<file path="src/rtl/mips_cpu_regs_dumper.sv">
// Debug reader for the CPU register file: walks registers FIRST_REG..LAST_REG two at a time
// through both read ports and streams (index, data) beats over a valid/ready handshake.
module mips_cpu_regs_dumper #(
    parameter int FIRST_REG = 0,
    parameter int LAST_REG  = 31
) (
    input  logic        clk,
    input  logic        reset,
    input  logic        start,
    output logic        busy,
    output logic        done,
    output logic [4:0]  read_reg_1,
    output logic [4:0]  read_reg_2,
    input  logic [31:0] read_data_1,
    input  logic [31:0] read_data_2,
    output logic        dump_valid,
    input  logic        dump_ready,
    output logic [4:0]  dump_index,
    output logic [31:0] dump_data
);

    typedef enum logic [2:0] {
        IDLE,
        FETCH,
        EMIT0,
        EMIT1,
        DONE
    } state_t;

    localparam logic [5:0] FIRST6 = 6'(FIRST_REG);
    localparam logic [5:0] LAST6  = 6'(LAST_REG);

    state_t      state;
    state_t      state_nx;
    // Six bits so idx+1 / idx+2 at the top of the file never alias back to register 0.
    logic [5:0]  idx;
    logic [31:0] buf0;
    logic [31:0] buf1;
    logic [1:0]  pair_cnt;

    logic [5:0]  idx_p1;
    logic        has_pair;
    logic [4:0]  reg2_sel;
    logic        last_pair;
    logic        advance;

    assign idx_p1    = idx + 6'd1;
    assign has_pair  = (idx_p1 <= LAST6);
    assign reg2_sel  = has_pair ? idx_p1[4:0] : idx[4:0];
    assign last_pair = ({1'b0, idx} + {5'b0, pair_cnt}) > 7'(LAST_REG);

    // NOTE: sequential state uses non-blocking assignments so every register samples
    // pre-edge values, independent of statement order.
    // NOTE: the capture buffers are reset too, so dump_data is deterministic out of reset.
    always_ff @(posedge clk or posedge reset) begin
        if (reset) begin
            state    <= IDLE;
            idx      <= FIRST6;
            buf0     <= 32'd0;
            buf1     <= 32'd0;
            pair_cnt <= 2'd0;
        end else begin
            state <= state_nx;
            case (state)
                IDLE: begin
                    if (start) idx <= FIRST6;
                end
                FETCH: begin
                    buf0     <= read_data_1;
                    buf1     <= read_data_2;
                    pair_cnt <= has_pair ? 2'd2 : 2'd1;
                end
                default: begin
                    if (advance && !last_pair) idx <= idx + 6'd2;
                end
            endcase
        end
    end

    // NOTE: every output of this block gets a default first, so no path can infer a latch.
    always_comb begin
        state_nx   = state;
        busy       = 1'b0;
        done       = 1'b0;
        dump_valid = 1'b0;
        dump_index = 5'd0;
        dump_data  = 32'd0;
        read_reg_1 = 5'd0;
        read_reg_2 = 5'd0;
        advance    = 1'b0;

        case (state)
            IDLE: begin
                if (start) state_nx = FETCH;
            end
            FETCH: begin
                busy       = 1'b1;
                read_reg_1 = idx[4:0];
                read_reg_2 = reg2_sel;
                state_nx   = EMIT0;
            end
            EMIT0: begin
                busy       = 1'b1;
                read_reg_1 = idx[4:0];
                read_reg_2 = reg2_sel;
                dump_valid = 1'b1;
                dump_index = idx[4:0];
                dump_data  = buf0;
                if (dump_ready) begin
                    if (pair_cnt == 2'd2) state_nx = EMIT1;
                    else                  advance  = 1'b1;
                end
            end
            EMIT1: begin
                busy       = 1'b1;
                read_reg_1 = idx[4:0];
                read_reg_2 = reg2_sel;
                dump_valid = 1'b1;
                dump_index = idx_p1[4:0];
                dump_data  = buf1;
                if (dump_ready) advance = 1'b1;
            end
            DONE: begin
                done     = 1'b1;
                state_nx = IDLE;
            end
            default: state_nx = IDLE;
        endcase

        if (advance) state_nx = last_pair ? DONE : FETCH;
    end

endmodule

</file>
<file path="config.mk">
export PLATFORM = sky130hd
export DESIGN_NAME = mips_cpu_regs_dumper
export DESIGN_NICKNAME = d
export VERILOG_FILES = /design/src/rtl/mips_cpu_regs_dumper.sv
export SDC_FILE = /design/constraint.sdc
export NUM_CORES = 1
export LEC_CHECK = 0
export BUFFER_PORTS_ARGS = -buffer_cell sky130_fd_sc_hd__buf_2
export CORE_MARGIN = 2
export CORE_UTILIZATION = 25
export CTS_BUF_LIST = sky130_fd_sc_hd__clkbuf_4
export DETAILED_ROUTE_END_ITERATION = 16
export GPL_TIMING_DRIVEN = 0
export SETUP_SLACK_MARGIN = 0.3
export SLEW_MARGIN = 30
export SYNTH_ARGS = -nofsm -noshare
export SYNTH_HDL_FRONTEND = slang
export SYNTH_SLANG_ARGS = --single-unit
export TNS_END_PERCENT = 20
</file>
<file path="constraint.sdc">
create_clock -name clk -period 2.8 [get_ports clk]
set_input_delay 0.28 -clock clk [delete_from_list [all_inputs] [get_ports clk]]
set_output_delay 0.28 -clock clk [all_outputs]
set_load 0.01 [all_outputs]
</file>
==> results of run 1 <==
==> worst paths after layout <==
kind | startpoint | to | slack [ps] | cells after the start
max | state[1] | dump_data[21] | 460 | 6
min | read_data_1[20] | buf0[20] | 40 | 2
max reg2reg | state[1] | buf1[17] | 900 | 5
min reg2reg | buf0[17] | buf0[17] | 500 | 1
max in group asynchronous | reset | buf1[16] | 1860 | 4
min in group asynchronous | reset | buf0[0] | 390 | 3
==> through the flow <==
step | instances | worst slack (ps)
5_1_grt | 594 | 301.8
6_report | 594 | 460.4
2_1_floorplan | 278 | 638.4
3_5_place_dp | 575 | 911.7
4_1_cts | 591 | 381.6
3_3_place_gp | 574 | -363.7
==> power groups by stage <==
stage | logic, W | clock network [W] | registers, W
2_1_floorplan | 0.00186 | 0 | 0.00180
3_3_place_gp | 0.00264 | 0 | 0.00185
3_5_place_dp | 0.00270 | 0 | 0.00189
4_1_cts | 0.00271 | 0.000587 | 0.00186
5_1_grt | 0.00292 | 0.000638 | 0.00193
6_report | 0.00265 | 0.000547 | 0.00186
==> worst register-to-register path, cell delays in order, from the launching register on <==
cell and delay [ps]:
sky130_fd_sc_hd__dfrtp_1 380, sky130_fd_sc_hd__buf_2 180, sky130_fd_sc_hd__nor3b_2 240, sky130_fd_sc_hd__buf_2 350, sky130_fd_sc_hd__buf_4 280, sky130_fd_sc_hd__mux2_2 360
==> what timing repair did <==
| item | in CTS | in global routing |
|---|---|---|
| gates resized for setup | 0 | 2 |
| hold buffers | 1 | 3 |
| endpoints found under the setup margin | 0 | 5 |
| hold endpoints to repair | 30 | 3 |
==> cell type report <==
cell class                 instances  area share
clock buffer                      10     0.01663
timing repair buffer             121      0.1436
multi-input combinational        179      0.3396
tap                              180     0.04990
inverter                           4    0.004990
clock inverter                     5    0.004990
sequential                        74      0.4103
buffer                            21     0.02994
==> routing by layer <==
| metal | up-vias | routed length (microns) | track usage |
|---|---|---|---|
| met5 | - | 0 | 0 |
| met4 | 0 | 118 | 0.04048 |
| met1 | 1295 | 3997 | 0.1570 |
| li1 | 1216 | - | - |
| met3 | 10 | 559 | 0.04474 |
| met2 | 69 | 4445 | 0.1965 |
==> sequential cells by signal, indices dropped and copies added (netlist names) <==
signal	count
buf0	32
idx	5
pair_cnt	2
state	3
buf1	32
==> cell families after synthesis <==
group	after synthesis	synth area share
buffers and inverters	25	0.04349
AOI/OAI and AO/OA	5	0.01556
adders and majority gates	2	0.007071
other	1	0.001060
muxes	103	0.3144
and+or+nand+nor	67	0.09264
DFF	74	0.5233
xor gates and xnor gates	1	0.002476
==> Yosys cell counts (3+ instances only) <==
cell type and count:
sky130_fd_sc_hd__and2_1 9, sky130_fd_sc_hd__buf_2 8, sky130_fd_sc_hd__buf_4 8, sky130_fd_sc_hd__clkbuf_1 3
sky130_fd_sc_hd__dfrtp_1 74, sky130_fd_sc_hd__inv_1 3, sky130_fd_sc_hd__mux2_1 11, sky130_fd_sc_hd__mux2_2 54
sky130_fd_sc_hd__mux2i_1 38, sky130_fd_sc_hd__nand2_1 7, sky130_fd_sc_hd__nor2_1 37, sky130_fd_sc_hd__nor3_1 3
==> run summary, run 1 <==
After detailed routing, the number of remaining DRC violations is 0. For this design the static power due to leakage is around 2.2 nW. After the last flow step, the layout net total stands at 480. The data required time of the critical path came out at approximately 2500 ps. The class of the tightest hold or removal check is input pin to flip-flop. The number of warnings printed during yosys synthesis came out at 0.

Walking the worst path, the cells encountered are buf_2 -> nand2b_4 -> buf_6 -> clkbuf_1 -> nor2_1 -> buf_2. In this design, the largest share of critical-path delay is due to buffers and inverters. The internal power is 0.003073 W. For the pin with the worst max-slew slack, the measured transition is approximately 690 ps. The number of input and output port buffers inserted came out at about 120. The design draws around 0.005 W. The share of the synthesized area in the top cell type is 0.5233. On the final layout, the worst clock skew is ~13 ps. The worst setup path is of the flip-flop to output port kind. The share of synthesized flip-flops with an asynchronous set or reset is 1.000.

The maximum clock frequency is approximately 430 MHz. In the layout the commonest cells are sky130_fd_sc_hd__buf_2, sky130_fd_sc_hd__dfrtp_1, sky130_fd_sc_hd__mux2_2. The average detailed-routed wire length per instance is ~15 microns. The time the worst path needs with I/O delays and setup came out at between 2000 and 2500 ps.

The max-slew violation count is 0. The CTS tree is built. Setup repair after global routing left no endpoint under its margin.

After routing the design area is 4513 sq um. The number of nets with antenna violations after detailed routing came out at 0. The total power per unit cell area came out at around 1100 nW/um^2. The number of optimization iterations in the first detailed-route pass came out at 4. Synthesis produced a netlist whose cell count is roughly 280. The multi-input gate area in the final layout is around 1500 sq um. The via count of the first global-routing pass came out at between 2000 and 3000.

By area the synthesized netlist is led by sky130_fd_sc_hd__dfrtp_1, sky130_fd_sc_hd__mux2_2, sky130_fd_sc_hd__mux2i_1. The leading cell type in the layout, fill and taps excluded is sky130_fd_sc_hd__buf_2. Detailed routing inserted a total of 2590 vias. between 100 and 150 I/O pins were placed. The iteration-0 DRC count of the detailed router came out at 94. The initial antenna violation count came out at 0.

The element type at the critical path end is an output port. The run finished with clean final reports. The pin count of the biggest net entering global routing came out at between 40 and 50. The effective utilization at floorplan came out at 0.2559. The tree is rooted in a sky130_fd_sc_hd__clkbuf_4. Together, buffers and inverters on the worst path number 4. The clock group share of total power is 0.108. The post-detailed-placement half-perimeter wirelength is around 6600 microns. The tree built by TritonCTS fans out to 74 sinks.

The register share of total power came out at 0.367. In this design, the stage delay of the slowest critical-path cell is roughly 530 ps. The largest fanout of any net on the critical path came out at 10.

The placed instance area is ~4400 sq um. The total of flip-flops plus latches after synthesis came out at 74. The die extent in y is 123.0 microns.

The core footprint is around 14000 sq um. The clock-pin slew reported for the worst setup and hold paths after clock tree synthesis came out at around 120 ps. The weighted congestion at the end of routability-driven global placement is ~0.8. The total overflow left after global routing is 0. The switching power as a share of total power came out at 0.3922. The count of endpoints failing setup in the final report is 0. The post-synthesis cell type count came out at 31.

The top cell type by total area after synthesis is sky130_fd_sc_hd__dfrtp_1. The later pin in the worst-skew pair is clocked with a latency of between 400 and 500 ps. The switching power came out at approximately 0.0020 W. The per-instance average area after synthesis is roughly 13 sq um. The number of nets produced by synthesis is 348. The worst pin sits at a relative slew slack of 0.5424. The post-CTS setup buffer count is 0. Across the whole layout, storage elements account for 1852 sq um.

The count of inserted antenna diode cells is 0. The most numerous cell type found on the critical path is sky130_fd_sc_hd__buf_2. The horizontal extent of the die came out at around 120 microns. In the routed layout, each cell is associated on average with a via count of 4.360. The area growth from synthesis to layout is 27.55%. The standard cell with the maximum stage delay on the critical path is sky130_fd_sc_hd__clkbuf_1. The post-synthesis instance area is approximately 3500 sq um. The total CTS buffers came out at 9.

The total global routing track utilization came out at 0.1238. The combinational power share came out at 0.525. The post-detailed-routing wire length is between 9000 and 10000 microns.

STA puts the critical path data arrival time at between 2000 and 2500 ps. The share of final-layout standard cells stronger than drive strength 1 came out at 0.5072. The tool flagged a number of max-cap violations equal to 0. Among all flip-flop cells after synthesis, the most frequent one is sky130_fd_sc_hd__dfrtp_1.

The deepest level of the CTS H-tree came out at 3. Dividing the final minimum period by the clock period gives 0.8356. Measured on the finished design, the core utilization comes to 0.3264.

The floorplan die area came out at between 15000 and 20000 sq um. Summed over all failing endpoints, the final setup total negative slack is 0 ps. Row generation in the floorplan step produced 43 rows. The number of enable flip-flop cells after synthesis came out at 0. The worst hold slack after final layout came out at 44.94 ps. The first-pass GRT wire length is about 14000 microns. The count of endpoints failing hold in the final timing report is 0. The worst-case IR drop observed on VDD is around 380 uV.

The kind of start point of the critical path is a flip-flop. Counting along the longest clock path gives a buffer depth of 2. Of the synthesized area, sequential elements account for 0.5233. The filler cell count in the final layout came out at between 1000 and 1500.
Power figures use the tool's default switching activity.
==> run 2, diff against run 1 <==
clock period = 2 ns   (was 2.8 ns; I/O delays follow)
==> run 2 against run 1 <==
Effect of this change: die area did not move; combinational power is 120% higher; via count rose by 12%; sequential power grew 50%; cell area rose by 31%; core utilization increased by 10 points; register-to-register slack worse by 710 ps; largest power group unchanged.
==> run summary, run 2 (synthesized netlist as in run 1, its figures left out) <==
The remaining routing DRC violations was 0 (unchanged). The post-detailed-routing wire length came out at 10870 microns (was 9120 microns). The final total negative setup slack came out at 0 ps (unchanged).

The die extent in y is 123.0 microns (unchanged). The maximum clock frequency is 529.6 MHz. The clock-pin slew reported for the worst setup and hold paths after clock tree synthesis came to 110 ps (was 120 ps). The maximum clock insertion buffer count is 2 (unchanged). Unrepaired setup endpoints after global routing: yes (was no). The clock latency on the worst-skew pair is 440 ps (was 450 ps). The class of the tightest hold or removal check is input pin to flip-flop (unchanged). The element type at the critical path end is an output port (unchanged).

The critical setup path kind is flip-flop to output port (unchanged). The wire length on met3 came out at 605 microns (was 559 microns). The weighted congestion at the end of routability-driven global placement was 0.7626 (was 0.8035). The number of rows in the core area is 43 (unchanged). Commonest cells after routing, fill and taps aside: sky130_fd_sc_hd__buf_2, sky130_fd_sc_hd__dfrtp_1, sky130_fd_sc_hd__dlygate4sd3_1 (was sky130_fd_sc_hd__buf_2, sky130_fd_sc_hd__dfrtp_1, sky130_fd_sc_hd__mux2_2). The leading cell type in the layout, fill and taps excluded is sky130_fd_sc_hd__buf_2 (unchanged). The largest fanout of any net on the critical path is 5 (was 10). The total global routing track utilization was 0.1462 (was 0.1238). The static leakage came out at 2.621 nW (was 2.198 nW). The average detailed-routed wire length per instance is 16.27 microns (was 15.35 microns). The initial antenna violation count came out at 0 (unchanged). The signal arrival time at the worst endpoint came to 1690 ps (was 2060 ps).

The TritonCTS sink count is 74 (unchanged). The mean number of vias per cell came out at 4.341 (was 4.360). The first-pass GRT wire length came out at 16000 microns (was 13590 microns). The filler cell count in the final layout came out at 1272 (was 1429). The count of endpoints failing setup in the final report is 0 (unchanged). The total number of vias was 2900 (was 2590). The number of input and output port buffers inserted is 116 (unchanged). The biggest cell delay along the critical path came out at 390 ps (was 530 ps). The layout overhead on the synthesized area is 67.29% (was 27.55%). The max-capacitance violation count came out at 0 (unchanged). The boundary pin count came out at 118 (unchanged). The CTS tree is built (unchanged). The data required time of the critical path is 1800 ps (was 2520 ps). The switching power as a share of total power is 0.3900 (was 0.3922).

The deepest level of the CTS H-tree came out at 3 (unchanged). The via count of the first global-routing pass is 3040 (was 2560). The share of the clock period used by the worst path after layout came out at 0.9442. The internal power is 0.005737 W (was 0.003073 W). The sequential cell area came to 1852 sq um (unchanged).

The highest metal layer with signal wires is met4 (unchanged). The count of endpoints failing hold in the final timing report is 0 (unchanged). The number of nets with antenna violations after detailed routing came to 0 (unchanged). The worst voltage drop across the vdd grid is 544.5 uV (was 381.9 uV). The clock group share of total power is 0.083 (was 0.108).

The final instance area came out at 5919 sq um (was 4513 sq um). Run status: complete, no violations (unchanged). The total CTS buffers was 9 (unchanged).

The count of inserted antenna diode cells is 0 (unchanged). The core footprint is 13830 sq um (unchanged). The share of final-layout standard cells stronger than drive strength 1 came out at 0.5615 (was 0.5072).

Biggest registers after layout: buf0 x32, buf1 x32, idx x5 (unchanged). The switching power came out at 0.003669 W (was 0.001983 W). The count of buffer and inverter cells on the critical path came to 4 (unchanged).

The floorplan die area is 15120 sq um (unchanged). The pin count of the biggest net entering global routing came out at 31 (was 45). The register share of total power is 0.297 (was 0.367).

The post-route met1 wirelength is 4431 microns (was 3997 microns). The remaining global-route overflow came out at 0 (unchanged). The effective utilization at floorplan is 0.2559 (unchanged). The horizontal extent of the die came out at 123.0 microns (unchanged).

The setup skew after layout came to 8.300 ps (was 12.90 ps). The wire length on met2 is 5576 microns (was 4445 microns). The clock root buffer is sky130_fd_sc_hd__clkbuf_4 (unchanged). Critical-path cell list: buf_6 -> nand2b_4 -> buf_12 -> clkbuf_16 -> nor2_4 -> buf_2 (was buf_2 -> nand2b_4 -> buf_6 -> clkbuf_1 -> nor2_1 -> buf_2). The time the worst path needs with I/O delays and setup is roughly 1900 ps.

The post-detailed-placement half-perimeter wirelength is 6752 microns (was 6647 microns). The cell family with the largest share of critical-path delay is buffers and inverters (unchanged). The multi-input gate area in the final layout is 1917 sq um (was 1533 sq um). The kind of start point of the critical path is a flip-flop (unchanged). The total power per unit cell area came to 1589 nW/um^2 (was 1120 nW/um^2).

The number of nets in the final layout is 554 (was 480). The placed instance area came out at 4388 sq um (was 4374 sq um). The max-slew violation count was 0 (unchanged).

The iteration-0 DRC count of the detailed router is 109 (was 94). The number of optimization iterations in the first detailed-route pass is 4 (unchanged). The standard cell with the maximum stage delay on the critical path is sky130_fd_sc_hd__dfrtp_1 (was sky130_fd_sc_hd__clkbuf_1). The combinational power share came out at 0.621 (was 0.525).
-- run 2: routing by layer --
metal  GRT usage  vias to the layer above
met3     0.03552                       22
met4     0.06818                        0
li1            -                     1378
met2      0.2469                       99
met1      0.1754                     1401
met5           0                        -
-- run 2: worst min-delay path: stages --
cell                       delay (ps)
sky130_fd_sc_hd__buf_2            130
sky130_fd_sc_hd__o311ai_4         100
sky130_fd_sc_hd__nor2b_1           70
-- run 2: what timing repair did --
action / in CTS / in global routing
setup buffers: 3 / 5
pin swaps: 15 / 8
setup endpoints to repair: 87 / 113
resized for setup: 93 / 49
hold buffers: 65 / 0
endpoints found under the hold margin: 79 / 0
cloned: 4 / 0
-- run 2: metrics by stage --
step | cells | util | setup slack [ps] | hold WS (ps) | power, W
floorplan | 278 | - | 452.6 | 334.7 | 0.005117
global placement | 574 | 0.3145 | 166.0 | 418.3 | 0.006303
detailed placement | 576 | 0.3173 | 150.6 | 247.5 | 0.006436
CTS | 663 | 0.4085 | 60.61 | 41.09 | 0.008722
global route | 668 | 0.4281 | 24.79 | 60.41 | 0.01004
finish | 668 | 0.4281 | 111.6 | 90.25 | 0.009406
-- run 2: power groups by stage --
stage | logic (W) | clock network [W] | registers [W]
floorplan | 0.00260 | 0 | 0.00252
global placement | 0.00371 | 0 | 0.00260
detailed placement | 0.00380 | 0 | 0.00264
CTS | 0.00520 | 0.000832 | 0.00269
global route | 0.00625 | 0.000899 | 0.00289
finish | 0.00584 | 0.000779 | 0.00279
-- run 2: layout make-up --
cell class / instances / area share
Sequential cell: 74 / 0.3128
Multi-Input combinational cell: 179 / 0.3238
Clock inverter: 5 / 0.003805
Timing Repair Buffer: 195 / 0.2579
Tap cell: 180 / 0.03805
Clock buffer: 10 / 0.01268
Buffer: 21 / 0.04692
Inverter: 4 / 0.004016
-- run 2: final timing paths --
| path | start | endpoint | slack [ps] | cells after the start |
|---|---|---|---|---|
| min in group asynchronous | reset | buf0[18] | 290 | 3 |
| hold / removal | dump_ready | state[2] | 90 | 3 |
| hold reg to reg | buf0[17] | buf0[17] | 500 | 1 |
| setup reg to reg | state[2] | buf1[25] | 190 | 6 |
| max in group asynchronous | reset | buf0[30] | 1210 | 4 |
| setup / recovery | state[2] | dump_data[29] | 110 | 6 |
